File: config.mk
export PLATFORM = sky130hd
export DESIGN_NAME = serial_adder_seq
export DESIGN_NICKNAME = d
export VERILOG_FILES = /design/src/rtl/serial_adder_seq.sv
export SDC_FILE = /design/constraint.sdc
export NUM_CORES = 1
export LEC_CHECK = 0
export BUFFER_PORTS_ARGS = -buffer_cell sky130_fd_sc_hd__buf_2
export CAP_MARGIN = 10
export CORE_UTILIZATION = 23
export CTS_CLUSTER_DIAMETER = 60
export DETAILED_ROUTE_END_ITERATION = 10
export GPL_ROUTABILITY_DRIVEN = 1
export SYNTH_ARGS = -nofsm -noshare
export SYNTH_HDL_FRONTEND = slang
export SYNTH_SLANG_ARGS = --single-unit
File: constraint.sdc
create_clock -name clk -period 2.9 [get_ports clk]
set_input_delay 0.29 -clock clk [delete_from_list [all_inputs] [get_ports clk]]
set_output_delay 0.29 -clock clk [all_outputs]
set_load 0.01 [all_outputs]
File: src/rtl/serial_adder_seq.sv
// serial_adder_seq: multi-cycle add/subtract. WIDTH-bit operands are consumed
// CHUNK bits per clock through one CHUNK-bit adder slice. The carry is held in
// a register between chunks. Result bits are shifted into the vacated top of
// the A operand register, so no separate accumulator is needed.
module serial_adder_seq #(
    parameter int WIDTH = 8,
    parameter int CHUNK = 1
) (
    input  logic             clk,
    input  logic             rst_n,
    input  logic             start,
    input  logic             sub,
    input  logic [WIDTH-1:0] A,
    input  logic [WIDTH-1:0] B,
    input  logic             C,
    output logic             busy,
    output logic             done,
    output logic [WIDTH-1:0] sum,
    output logic             cout,
    output logic             ovf
);

    localparam int N  = WIDTH / CHUNK;
    localparam int CW = (N > 1) ? $clog2(N) : 1;
    localparam logic [CW-1:0] LAST = CW'(N - 1);

    generate
        if (WIDTH < 1 || CHUNK < 1 || (WIDTH % CHUNK) != 0) begin : g_bad_params
            $error("serial_adder_seq: WIDTH must be >= 1 and a multiple of CHUNK");
        end
    endgenerate

    typedef enum logic {IDLE, RUN} state_t;

    state_t           state, state_nxt;
    logic [WIDTH-1:0] opa, opb;      // opa also collects result bits from the top
    logic [WIDTH-1:0] opa_nxt;
    logic             carry;
    logic [CW-1:0]    count;
    logic             last;
    logic [CHUNK:0]   csum;          // {chunk carry-out, chunk sum}
    logic             cmsb;          // carry into the chunk's top bit

    // One CHUNK-bit slice of the adder, fed from the low end of the operands
    assign csum = {1'b0, opa[CHUNK-1:0]} + {1'b0, opb[CHUNK-1:0]} + {{CHUNK{1'b0}}, carry};
    assign cmsb = csum[CHUNK-1] ^ opa[CHUNK-1] ^ opb[CHUNK-1];
    assign last = (count == LAST);
    assign busy = (state == RUN);

    generate
        if (CHUNK == WIDTH) begin : g_single
            assign opa_nxt = csum[CHUNK-1:0];
        end else begin : g_multi
            assign opa_nxt = {csum[CHUNK-1:0], opa[WIDTH-1:CHUNK]};
        end
    endgenerate

    // State register
    always_ff @(posedge clk or negedge rst_n) begin
        if (!rst_n) state <= IDLE;
        else        state <= state_nxt;
    end

    // Next state: start only matters in IDLE, RUN ends after the last chunk
    always_comb begin
        state_nxt = state;
        case (state)
            IDLE:    if (start) state_nxt = RUN;
            RUN:     if (last)  state_nxt = IDLE;
            default: state_nxt = IDLE;
        endcase
    end

    // Operand latch, per-chunk shift/add, and result registers updated only at the end
    always_ff @(posedge clk or negedge rst_n) begin
        if (!rst_n) begin
            opa   <= '0;
            opb   <= '0;
            carry <= 1'b0;
            count <= '0;
            done  <= 1'b0;
            sum   <= '0;
            cout  <= 1'b0;
            ovf   <= 1'b0;
        end else begin
            done <= 1'b0;
            if (state == IDLE) begin
                if (start) begin
                    opa   <= A;
                    opb   <= sub ? ~B : B;
                    carry <= sub ? 1'b1 : C;
                    count <= '0;
                end
            end else begin
                opa   <= opa_nxt;
                opb   <= opb >> CHUNK;
                carry <= csum[CHUNK];
                count <= count + CW'(1);
                if (last) begin
                    done <= 1'b1;
                    sum  <= opa_nxt;
                    cout <= csum[CHUNK];
                    ovf  <= csum[CHUNK] ^ cmsb;
                end
            end
        end
    end

endmodule

==> flow_summary.ini <==
[pwr]
seqPwrFrac = 0.409
p_leak_uw = 0.000931
power.density_cell_area_mw_per_mm2 = 1040
switching_power_uw = 635
share_clk_of_total_power = 0.222
combPwrFrac = 0.369
sw_frac_of_total = 0.334
p_int_uw = 1270
power.ir.vdd_worst_uv = 296

[worst_setup_path]
worstReg2RegStart = count[0]$_DFFE_PN0P_
setup.worst_path.start = count[0]$_DFFE_PN0P_
cp_max_fo = 12
arrival_ns = 1.73
start_kind = flop
worst-setup-path-type = reg -> reg
worst_path_required_ns = 3.07
ff2ff_setup_slack_ns = 1.34
worstSetupEndpointType = flop
worst_case_reg_to_reg_path_depth = 4

[clock_tree]
cts.htree.levels = 2
cts_tree = yes
cts.clk_slew.worst_paths_ns = 0.07
ctsResizeCount = 0
ctsLongestPathBuffers = 2
holdBufCountCts = 0
clock_sink_total = 32
cts_root_buf = clkbuf_8
postCtsSetupBuffers = 0
worst_skew_pair.late_latency_ns = 0.28
cts-buffers-inserted = 5

[route]
drc_errors = 0
ant_nets = 0
via_count_normalized_by_instance_count = 4.20
drt-wirelength-per-cell_um = 12.4
route.vias.total = 988
drt_pre_antenna_iters = 4
drt_wl_total_um = 2910
drt_first_iter_violations = 44

[timing]
worst_slew_pin_slew_ns = 0.725
fmax_ghz = 0.642
maxSlewViolCount = 0
final_hold_fails = 0
period_needed_ns = 1.56
finClkSkew_ns = 0.00821
hold_slack_ns = 0.0559
setup_viol = 0
worst_slew_margin_rel = 0.517
final.setup.tns_ns = 0
rsz0062_at_grt = no
timing.final.crit_share = 0.537

[synth]
share_of_synthesized_registers_carrying_an_async_set_or_reset = 1.00
avgSynthCellArea_um2 = 12.1
primary_flip_flop_cell_chosen_by_synthesis_mapping = dfrtp_1
ys_ff_latch = 32
synth_area_mm2 = 0.00151
synthDistinctLibCells = 21
ys_warn_count = 0
synth_enable_flop_cells = 0
synth.net_count = 149
synth-seq-area-share = 0.529
synthCells = 125

[floorplan]
coreArea_mm2 = 0.00635
floorplan.die_area_mm2 = 0.00691
die_height_um = 83.1
initial_utilization = 0.238
number_of_ports_placed_on_the_die_boundary = 33
placementRows = 29
die_width_um = 83.1

[run]
max-cap-violations = 0

[layout]
nNetsFinal = 181
antenna_cells_inserted = 0
area_growth_pct = 20.4
fillers = 660
layout.cells.most_common_list = dfrtp_1 (32), buf_2 (32), nand2_1 (18)
layout-drive-gt1-share = 0.316

[global_route]
globalRouteOverflowTotal = 0
number_of_global_route_vias_before_repair = 981
groute.usage.overall = 0.0939
grt_start_max_net_pins = 40
grt_first_pass_wirelength_um = 4970
antenna_found_initial = 0

[outcome]
outcome = finished clean

[place]
gp_routability_congestion = 0.668
portBuffers = 32
post-dp-hpwl_um = 1970

[worst_hold_path]
holdCritPathClass = in -> async
metal layers:
metal,GRT usage,up-vias,share of wire
met4,0.0564,0,0.024
met2,0.128,26,0.43
met5,0,-,0
li1,-,487,-
met3,0.0298,7,0.051
met1,0.128,468,0.49
metrics by stage:
step	std cells	setup slack [ns]	instance area [um2]	total power [uW]	util
floorplan	125	1.46	1510	1310	-
global placement	227	1.37	1710	1480	0.270
detailed placement	227	1.33	1710	1500	0.270
CTS	235	1.33	1820	1940	0.287
global route	235	1.27	1820	2070	0.287
finish	235	1.34	1820	1900	0.287
cell usage after synthesis, types with 3 or more instances:
cell type / count / area [um2]
mux2i_1: 17 / 170
buf_6: 3 / 33.8
mux2_4: 7 / 105
nand2_1: 18 / 67.6
o21ai_0: 16 / 80.1
xor2_1: 7 / 61.3
nor2_1: 3 / 11.3
dfrtp_1: 32 / 801
xnor2_1: 4 / 35.0
registers in the layout (all words and copies together), names as in the netlist:
name	cells
ovf	1
busy	1
done	1
opa	8
carry	1
count	3
opb	8
sum	8
cout	1
area by class of cell:
type	instances	area, um2	area share
sequential	32	801	0.440
multi-input combinational	83	642	0.352
timing repair buffer	33	168	0.0920
tap	77	96.3	0.0529
clock buffer	6	72.6	0.0398
clock inverter	2	35.0	0.0192
inverter	2	7.51	0.00412
critical path: stages (launching register included):
cell and delay, ns:
dfrtp_1 0.39, ha_1 0.20, ha_1 0.20, nand2_2 0.27, mux2_2 0.37
final timing paths:
check / to
worst max-delay path: sum[1]$_DFFE_PN0P_
worst min-delay path: opb[3]$_DFFE_PN0P_
worst max register to register: sum[1]$_DFFE_PN0P_
worst min register to register: opb[2]$_DFFE_PN0P_
max in group asynchronous: opa[0]$_DFFE_PN0P_
min in group clk: opa[5]$_DFFE_PN0P_
kinds of logic after synthesis:
kind of cell             synth area share
AND/OR/NAND/NOR                    0.0595
multiplexers                        0.197
adder cells (fa/ha/maj)            0.0298
XOR/XNOR                           0.0637
buffers and inverters              0.0463
AO/OA/AOI/OAI                      0.0744
flip-flops                          0.529
power groups by stage:
| stage | clock (uW) | sequential, uW | combinational [uW] |
|---|---|---|---|
| 3_3_place_gp | 0 | 786 | 698 |
| 6_report | 422 | 778 | 702 |
| 4_1_cts | 437 | 780 | 720 |
| 2_1_floorplan | 0 | 796 | 515 |
| 5_1_grt | 465 | 807 | 797 |
| 3_5_place_dp | 0 | 789 | 715 |
Power figures use the tool's default switching activity.
